===== src/rtl/regfile_pkg.sv =====
`default_nettype none
// ============================================================================
// regfile_pkg : shared types and helpers for the bypassing register file
// Revision    : 1.0
// ============================================================================
package regfile_pkg;

  localparam logic [0:0] ST_INIT_ENC = 1'b0;
  localparam logic [0:0] ST_RUN_ENC  = 1'b1;

  typedef enum logic [0:0] {
    INIT = ST_INIT_ENC,
    RUN  = ST_RUN_ENC
  } state_t;

  localparam int ZERO_REG = 0;

  function automatic int regfile_depth(input int addr_w);
    return 1 << addr_w;
  endfunction

endpackage
`default_nettype wire


===== src/rtl/regfile_read_port.sv =====
`default_nettype none
// ============================================================================
// regfile_read_port : one read port - zero / bypass / array mux and busy lookup
// Revision          : 1.0
// ============================================================================
module regfile_read_port
  import regfile_pkg::*;
#(
  parameter int DATA_W = 32,
  parameter int ADDR_W = 5,
  parameter int DEPTH  = 32
) (
  input  logic              ready,
  input  logic [ADDR_W-1:0] addr,
  input  logic              we,
  input  logic [ADDR_W-1:0] wr_addr,
  input  logic [DATA_W-1:0] wr_data,
  input  logic [DATA_W-1:0] regs [DEPTH],
  input  logic [DEPTH-1:0]  busy,
  output logic [DATA_W-1:0] rd_data,
  output logic              rd_busy
);

  logic addr_zero;
  logic wr_hit;

  assign addr_zero = (addr == ADDR_W'(ZERO_REG));
  assign wr_hit    = we && (wr_addr == addr);

  // A same-cycle write both supplies the data and resolves the hazard.
  always_comb begin
    rd_data = '0;
    rd_busy = 1'b0;
    if (ready && !addr_zero) begin
      rd_data = wr_hit ? wr_data : regs[addr];
      rd_busy = busy[addr] && !wr_hit;
    end
  end

endmodule
`default_nettype wire


===== src/rtl/regfile_bypass_sb.sv =====
`default_nettype none
// ============================================================================
// regfile_bypass_sb : N-read-port register file with write bypass, busy
//                     scoreboard and post-reset sequential clear
// Revision          : 1.0
// ============================================================================
module regfile_bypass_sb
  import regfile_pkg::*;
#(
  parameter int DATA_W = 32,
  parameter int ADDR_W = 5,
  parameter int NREAD  = 2
) (
  input  logic                     clk,
  input  logic                     rst_n,
  input  logic                     we,
  input  logic [ADDR_W-1:0]        wr_addr,
  input  logic [DATA_W-1:0]        wr_data,
  input  logic [NREAD*ADDR_W-1:0]  rd_addr,
  output logic [NREAD*DATA_W-1:0]  rd_data,
  output logic [NREAD-1:0]         rd_busy,
  input  logic                     rsv,
  input  logic [ADDR_W-1:0]        rsv_addr,
  input  logic                     flush,
  output logic                     ready
);

  localparam int DEPTH = regfile_depth(ADDR_W);

  state_t              state;
  logic [ADDR_W-1:0]   clr_idx;
  logic [DATA_W-1:0]   regs [DEPTH];
  logic [DEPTH-1:0]    busy;
  logic [DEPTH-1:0]    busy_nxt;
  logic                wr_valid;
  logic                rsv_valid;

  assign ready     = (state == RUN);
  assign wr_valid  = we  && (wr_addr  != ADDR_W'(ZERO_REG));
  assign rsv_valid = rsv && (rsv_addr != ADDR_W'(ZERO_REG));

  // clr_idx wraps to 0 on the last clear, leaving it ready for the next reset.
  always_ff @(posedge clk or negedge rst_n) begin
    if (!rst_n) begin
      state   <= INIT;
      clr_idx <= '0;
    end else if (state == INIT) begin
      clr_idx <= clr_idx + 1'b1;
      if (clr_idx == ADDR_W'(DEPTH - 1)) begin
        state <= RUN;
      end
    end
  end

  // Storage has no reset; INIT overwrites every entry before ready rises.
  always_ff @(posedge clk) begin
    if (state == INIT) begin
      regs[clr_idx] <= '0;
    end else if (wr_valid) begin
      regs[wr_addr] <= wr_data;
    end
  end

  // Later assignments win: a new reservation overrides a same-cycle write/flush.
  always_comb begin
    busy_nxt = busy;
    if (flush) begin
      busy_nxt = '0;
    end
    if (wr_valid) begin
      busy_nxt[wr_addr] = 1'b0;
    end
    if (rsv_valid) begin
      busy_nxt[rsv_addr] = 1'b1;
    end
  end

  always_ff @(posedge clk or negedge rst_n) begin
    if (!rst_n) begin
      busy <= '0;
    end else if (state == RUN) begin
      busy <= busy_nxt;
    end
  end

  for (genvar i = 0; i < NREAD; i++) begin : g_read_port
    regfile_read_port #(
      .DATA_W (DATA_W),
      .ADDR_W (ADDR_W),
      .DEPTH  (DEPTH)
    ) u_read_port (
      .ready   (ready),
      .addr    (rd_addr[i*ADDR_W +: ADDR_W]),
      .we      (we),
      .wr_addr (wr_addr),
      .wr_data (wr_data),
      .regs    (regs),
      .busy    (busy),
      .rd_data (rd_data[i*DATA_W +: DATA_W]),
      .rd_busy (rd_busy[i])
    );
  end

endmodule
`default_nettype wire


===== config.mk =====
export PLATFORM = sky130hd
export DESIGN_NAME = regfile_bypass_sb
export DESIGN_NICKNAME = d
export VERILOG_FILES = /design/src/rtl/regfile_pkg.sv /design/src/rtl/regfile_read_port.sv /design/src/rtl/regfile_bypass_sb.sv
export SDC_FILE = /design/constraint.sdc
export NUM_CORES = 2
export LEC_CHECK = 0
export CAP_MARGIN = 20
export CORE_UTILIZATION = 55
export DETAILED_ROUTE_END_ITERATION = 8
export PLACE_DENSITY = 0.72
export SETUP_SLACK_MARGIN = 0.15
export SLEW_MARGIN = 15
export SYNTH_ARGS = -nofsm -noshare
export SYNTH_HDL_FRONTEND = slang
export SYNTH_SLANG_ARGS = --single-unit

===== constraint.sdc =====
create_clock -name clk -period 7.9 [get_ports clk]
set_input_delay 1.58 -clock clk [delete_from_list [all_inputs] [get_ports clk]]
set_output_delay 1.58 -clock clk [all_outputs]
set_load 0.1 [all_outputs]

**After elaboration in Yosys (flattened, before gate mapping)**

Index checks and enable logic that the tools add are counted.

- Output and inout bits: 67
- Register bits after elaboration: 1062
- Logic and storage cells: 113
- Input bits: 57

- $lt $le $gt $ge: 12
- Multiplexer cells: 32
- Bitwise operators: 9
- Equality and inequality tests: 4
- Reduce and logical (&&, ||, !) cells: 20
- Add/sub/neg operators: 1

Operators by type and width:

| operator | count |
|---|---|
| $mux W1024 | 2 |
| $and A1024 B1024 Y1024 | 1 |
| $bwmux W1024 | 1 |
| $not A1024 Y1024 | 1 |
| $mux W32 | 13 |
| $bmux W32 S5 | 2 |
| $demux W32 S5 | 2 |
| $and A32 B32 Y32 | 1 |
| $not A32 Y32 | 1 |
| $or A32 B32 Y32 | 1 |
| $ge A6 B6 Y1 const B | 4 |
| $lt A5 B6 Y1 const B | 4 |
| $not A5 Y6 | 4 |
| $logic_and A1 B1 Y1 | 12 |
| $lt A6 B1 Y1 const B | 2 |
| $bmux W1 S5 | 2 |
| $demux W1 S5 | 2 |
| $eq A5 B5 Y1 | 2 |
| $ge A5 B1 Y1 const B | 2 |
| $logic_not A5 Y1 | 2 |
| $reduce_bool A5 Y1 | 2 |
| $mux W1 | 8 |
| $add A5 B1 Y5 const B | 1 |
| $eq A5 B5 Y1 const B | 1 |
| other kinds (2) | 5 |

**Longest topological paths before layout**

- Depth in word-level cells: 9
- Depth in mapped cells: 10
- Gate-level depth less buffers: 6

**Cells and area by module**

From an unflattened synthesis, not the netlist that was laid out.

- Cell total of the unflattened synthesis: 4651
- Area, all modules: 61793.0 µm²

By module, submodules not included:

| module | instances | seq. area each (µm²) | area an instance (µm²) | cells an instance |
|---|---|---|---|---|
| regfile_bypass_sb | 1 | 31700.4 | 43928.4 | 2785 |
| regfile_read_port | 2 | 0.0 | 8932.3 | 933 |

**Worst setup path after synthesis**

Ideal clock, no wire load.

- Path type: input to output
- Start point: input port rd_addr[5]
- End point: output port rd_data[62]
- Arrival time: 4.911 ns
- Stages on the path: 9
- Path slack: 1.409 ns
- Path buffers: 5
- Cell sequence: buf_6 > buf_6 > buf_6 > buf_6 > buf_4 > mux2i_1 > a221oi_1 > a221oi_1 > nor3_1

- Longest elaborated chain between the ends: 6
- Elaborated cells on any way between the ends: 11

RTL lines:

| what | line | RTL |
|---|---|---|
| from (decl) | regfile_bypass_sb.sv:19 | `input logic [NREAD*ADDR_W-1:0] rd_addr,` |
| $not A5 Y6 (implied by the code) | regfile_read_port.sv:35 | `rd_data = wr_hit ? wr_data : regs[addr];` |
| $bmux W32 S5 | regfile_read_port.sv:35 |  |
| $mux W32 (implied by the code) (2 in series) | regfile_read_port.sv:35 |  |
| $mux W32 | regfile_read_port.sv:35 |  |
| $mux W32 * | regfile_read_port.sv:34 | `if (ready && !addr_zero) begin` |
| to (decl) | regfile_bypass_sb.sv:20 | `output logic [NREAD*DATA_W-1:0] rd_data,` |

Every way passes the cells marked *; elsewhere a longest branch is shown, timed or not. The select of a mux whose other input is x is not followed.

**Final worst setup path**

- Start point: input port rd_addr[7]
- End point: output port rd_data[56]

The elaborated chain is that of the path after synthesis.

==> run_results.csv <==
group,metric,value,unit
flow_run,max-cap-violations,0,
cts,cts_sinks,1062,
critical_path,cp_num_buf_inv,3,
global_route,grt_antenna_before_repair,7,
global_route,grt.total_usage,42.5,%
critical_path,crit_type,"in -> out",
run_status,status,"completed",
die,die_h,335,um
layout,n_fill_cell,8008,
cts,postCtsHoldBufs,0,
drt,vias,48600,
placement,place.gp.congestion,0.957,
logic_synthesis,synthArstFlopShare,3.58,%
cts,cts_buffer_depth,3,
power_and_ir_drop,ir_drop,196,uV
die,die_w,335,um
placement,placed_cells,5569,
cts,clock_latency,750,ps
cts,htree_levels,3,
critical_path,slowest_stage,"nor2_4",
layout,area_delta_synth_final,11.9,%
global_route,first_global_vias,46900,
logic_synthesis,synth_area_leaders,"edfxtp_1, mux4_2, a22o_1",
logic_synthesis,avgSynthCellArea,14.1,um2
logic_synthesis,synth_top_cell_by_area,"edfxtp_1",
drt,drt-total-wl,240,mm
die,ioPinCount,124,
logic_synthesis,synthMuxAreaShare,21.4,%
die,initial_core_util,55.7,%
global_route,grt_first_pass_wirelength,341,mm
cts,cts_resized,0,
layout,final_cells,5794,
die,num_rows,121,
critical_path,startpoint,"rd_addr[7]",
placement,numPortBuffers,123,
sta,max_clock_freq,150,MHz
logic_synthesis,synthFlopType,"edfxtp_1",
power_and_ir_drop,cellLeakagePower,19.9,nW
global_route,grt_max_degree,95,
placement,dp_slack,1540,ps
sta,slew_headroom,19.6,%
sta,finalHoldViolations,0,
critical_path,startpoint_type,"input port",
logic_synthesis,synth_top_family_by_area,"multiplexers",
logic_synthesis,synth_cells,4318,
logic_synthesis,ys_seq_elements,1062,
sta,tightest_slew,1200,ps
critical_path,endpoint_kind,"output pin",
logic_synthesis,synth_warnings,0,
worst_hold_path,min_path_type,"reg -> reg",
critical_path,r2r_start,"ready",
logic_synthesis,yosys.cell_count.top_type,"edfxtp_1",
logic_synthesis,ys_seq_area_share,52.0,%
logic_synthesis,netlist_area,61000,um2
cts,numCtsBuffers,112,
global_route,overflow,0,
placement,hpwl,140,mm
critical_path,rrSetupSlack,4160,ps
cts,clkTransAtPathRegs,70,ps
logic_synthesis,synth_fp_nets,4380,
drt,avgViaCountPerCell,8.40,
sta,fin_crit_sh,84.2,%
layout,drive_gt1_share,23.3,%
sta,finalCriticalPeriod,6650,ps
logic_synthesis,synth_top_area_share,50.4,%
logic_synthesis,ys_types,51,
die,die-area,112000,um2
cts,cts_tree,"done",
sta,setup_ws,1250,ps
layout,fin_nets,4284,
logic_synthesis,synthSimpleGateAreaFrac,3.16,%
critical_path,max_stage_delay,980,ps
critical_path,cp.arrival,5070,ps
critical_path,required,6320,ps
power_and_ir_drop,power_density,192,nW/um2
logic_synthesis,synth_compound_area_share,19.4,%
sta,finalSetupViolCount,0,
sta,rsz0062_at_grt,"no",
drt,drt_iter0_drc,8306,
worst_hold_path,min_from,"busy[0]",
logic_synthesis,yosys.area_share.adder,0.103,%
cts,cts_setup_buffers,0,
critical_path,cp_top_family,"buffers and inverters",
power_and_ir_drop,power,0.0131,W
critical_path,path_max_fanout,21,
die,core,109000,um2
cts,root_buffer,"clkbuf_16",
sta,drv_slew,0,
drt,ant_nets,0,
logic_synthesis,synth_xor_area_share,0.187,%
drt,drcViolationCount,0,
critical_path,path_cells,"clkdlybuf4s50_1 -> nor2_4 -> nand2_1 -> nand2_1 -> nor2_4 -> buf_4 -> a221o_1 -> buf_4",
drt,wire_per_inst,41.5,um
sta,setup_tns,0,ps
logic_synthesis,ys_top_cells_by_count,"edfxtp_1, a22o_1, mux4_2, clkbuf_1, nand2_1",
sta,skew,25.0,ps
sta,whs,529,ps
drt,drtPass1Iterations,8,
logic_synthesis,synth_edf_count,1024,
-- per-stage QoR --
stage	utilization, %	area [um2]
CTS	62.2	68000
detailed placement	58.8	64300
global route	62.4	68300
finish	62.4	68300
global placement	58.7	64200
floorplan	-	61000
-- power breakdown --
| group | total, W | internal, W | leakage (nW) | switching [W] |
|---|---|---|---|---|
| registers | 0.00621 | 0.00616 | 7.70 | 0.0000448 |
| logic | 0.00139 | 0.000400 | 10.4 | 0.000986 |
| clock network | 0.00551 | 0.00307 | 1.78 | 0.00244 |
| total | 0.0131 | 0.00963 | 19.9 | 0.00347 |
-- area by class of cell --
class                           instances  area (um2)  area share [%]
Clock inverter                         73         806            1.18
Timing Repair Buffer                  324        2970            4.35
Inverter                                9        37.5          0.0550
Tap cell                             1476        1850            2.71
Antenna cell                            3        7.51          0.0110
Clock buffer                          134        2890            4.23
Sequential cell                      1062       31700            46.4
Multi-Input combinational cell       2713       28000            41.0
-- kinds of logic (layout without fill, tap and decap cells) --
| kind of cell | after synthesis | count (layout) |
|---|---|---|
| xor+xnor | 13 | 13 |
| flops | 1062 | 1062 |
| simple gates | 449 | 449 |
| compound gates | 1514 | 1514 |
| other cells | 0 | 3 |
| buf+inv | 543 | 540 |
| mux | 732 | 732 |
| fa+ha+maj | 5 | 5 |
-- placed cells by master, fill, tap and decap left out, drive strengths merged, types with 11 or more instances in the layout --
cell type | Yosys | final
o31ai | 22 | 22
a221o | 59 | 59
a22oi | 63 | 63
o21ai | 298 | 298
mux2i | 272 | 272
mux4 | 457 | 457
bufinv | 0 | 14
clkinv | 3 | 52
and2 | 36 | 36
nor2b | 12 | 12
buf | 127 | 274
nand2 | 306 | 306
a21oi | 79 | 79
a32o | 31 | 31
a31oi | 16 | 16
a221oi | 128 | 128
dfrtp | 38 | 38
a22o | 800 | 800
clkbuf | 407 | 134
clkdlybuf4s50 | 0 | 50
nor2 | 44 | 44
xnor2 | 13 | 13
edfxtp | 1024 | 1024
nand3 | 11 | 11
-- path summary, 6_finish.rpt --
| check | to | depth (start not counted) |
|---|---|---|
| setup / recovery | rd_data[56] | 8 |
| setup reg to reg | regs[381] | 4 |
| max in group asynchronous | ready | 1 |
| hold / removal | busy[0] | 1 |
| min in group asynchronous | clr_idx[1] | 1 |
| hold reg to reg | busy[0] | 1 |
-- flip-flops by register name, summed over array words and instances (netlist names) --
| signal | flops |
|---|---|
| regs | 1024 |
| busy | 32 |
| clr_idx | 5 |
| ready | 1 |
-- layer usage --
layer / wire, um / up-vias / track usage, %
met3: 43200 / 1252 / 15.9
met2: 102000 / 5452 / 60.5
met4: 18700 / 6 / 26.3
li1: - / 18000 / -
met1: 76900 / 23900 / 55.2
met5: 36 / - / 0
No activity file was read; power rests on OpenSTA's default activity.
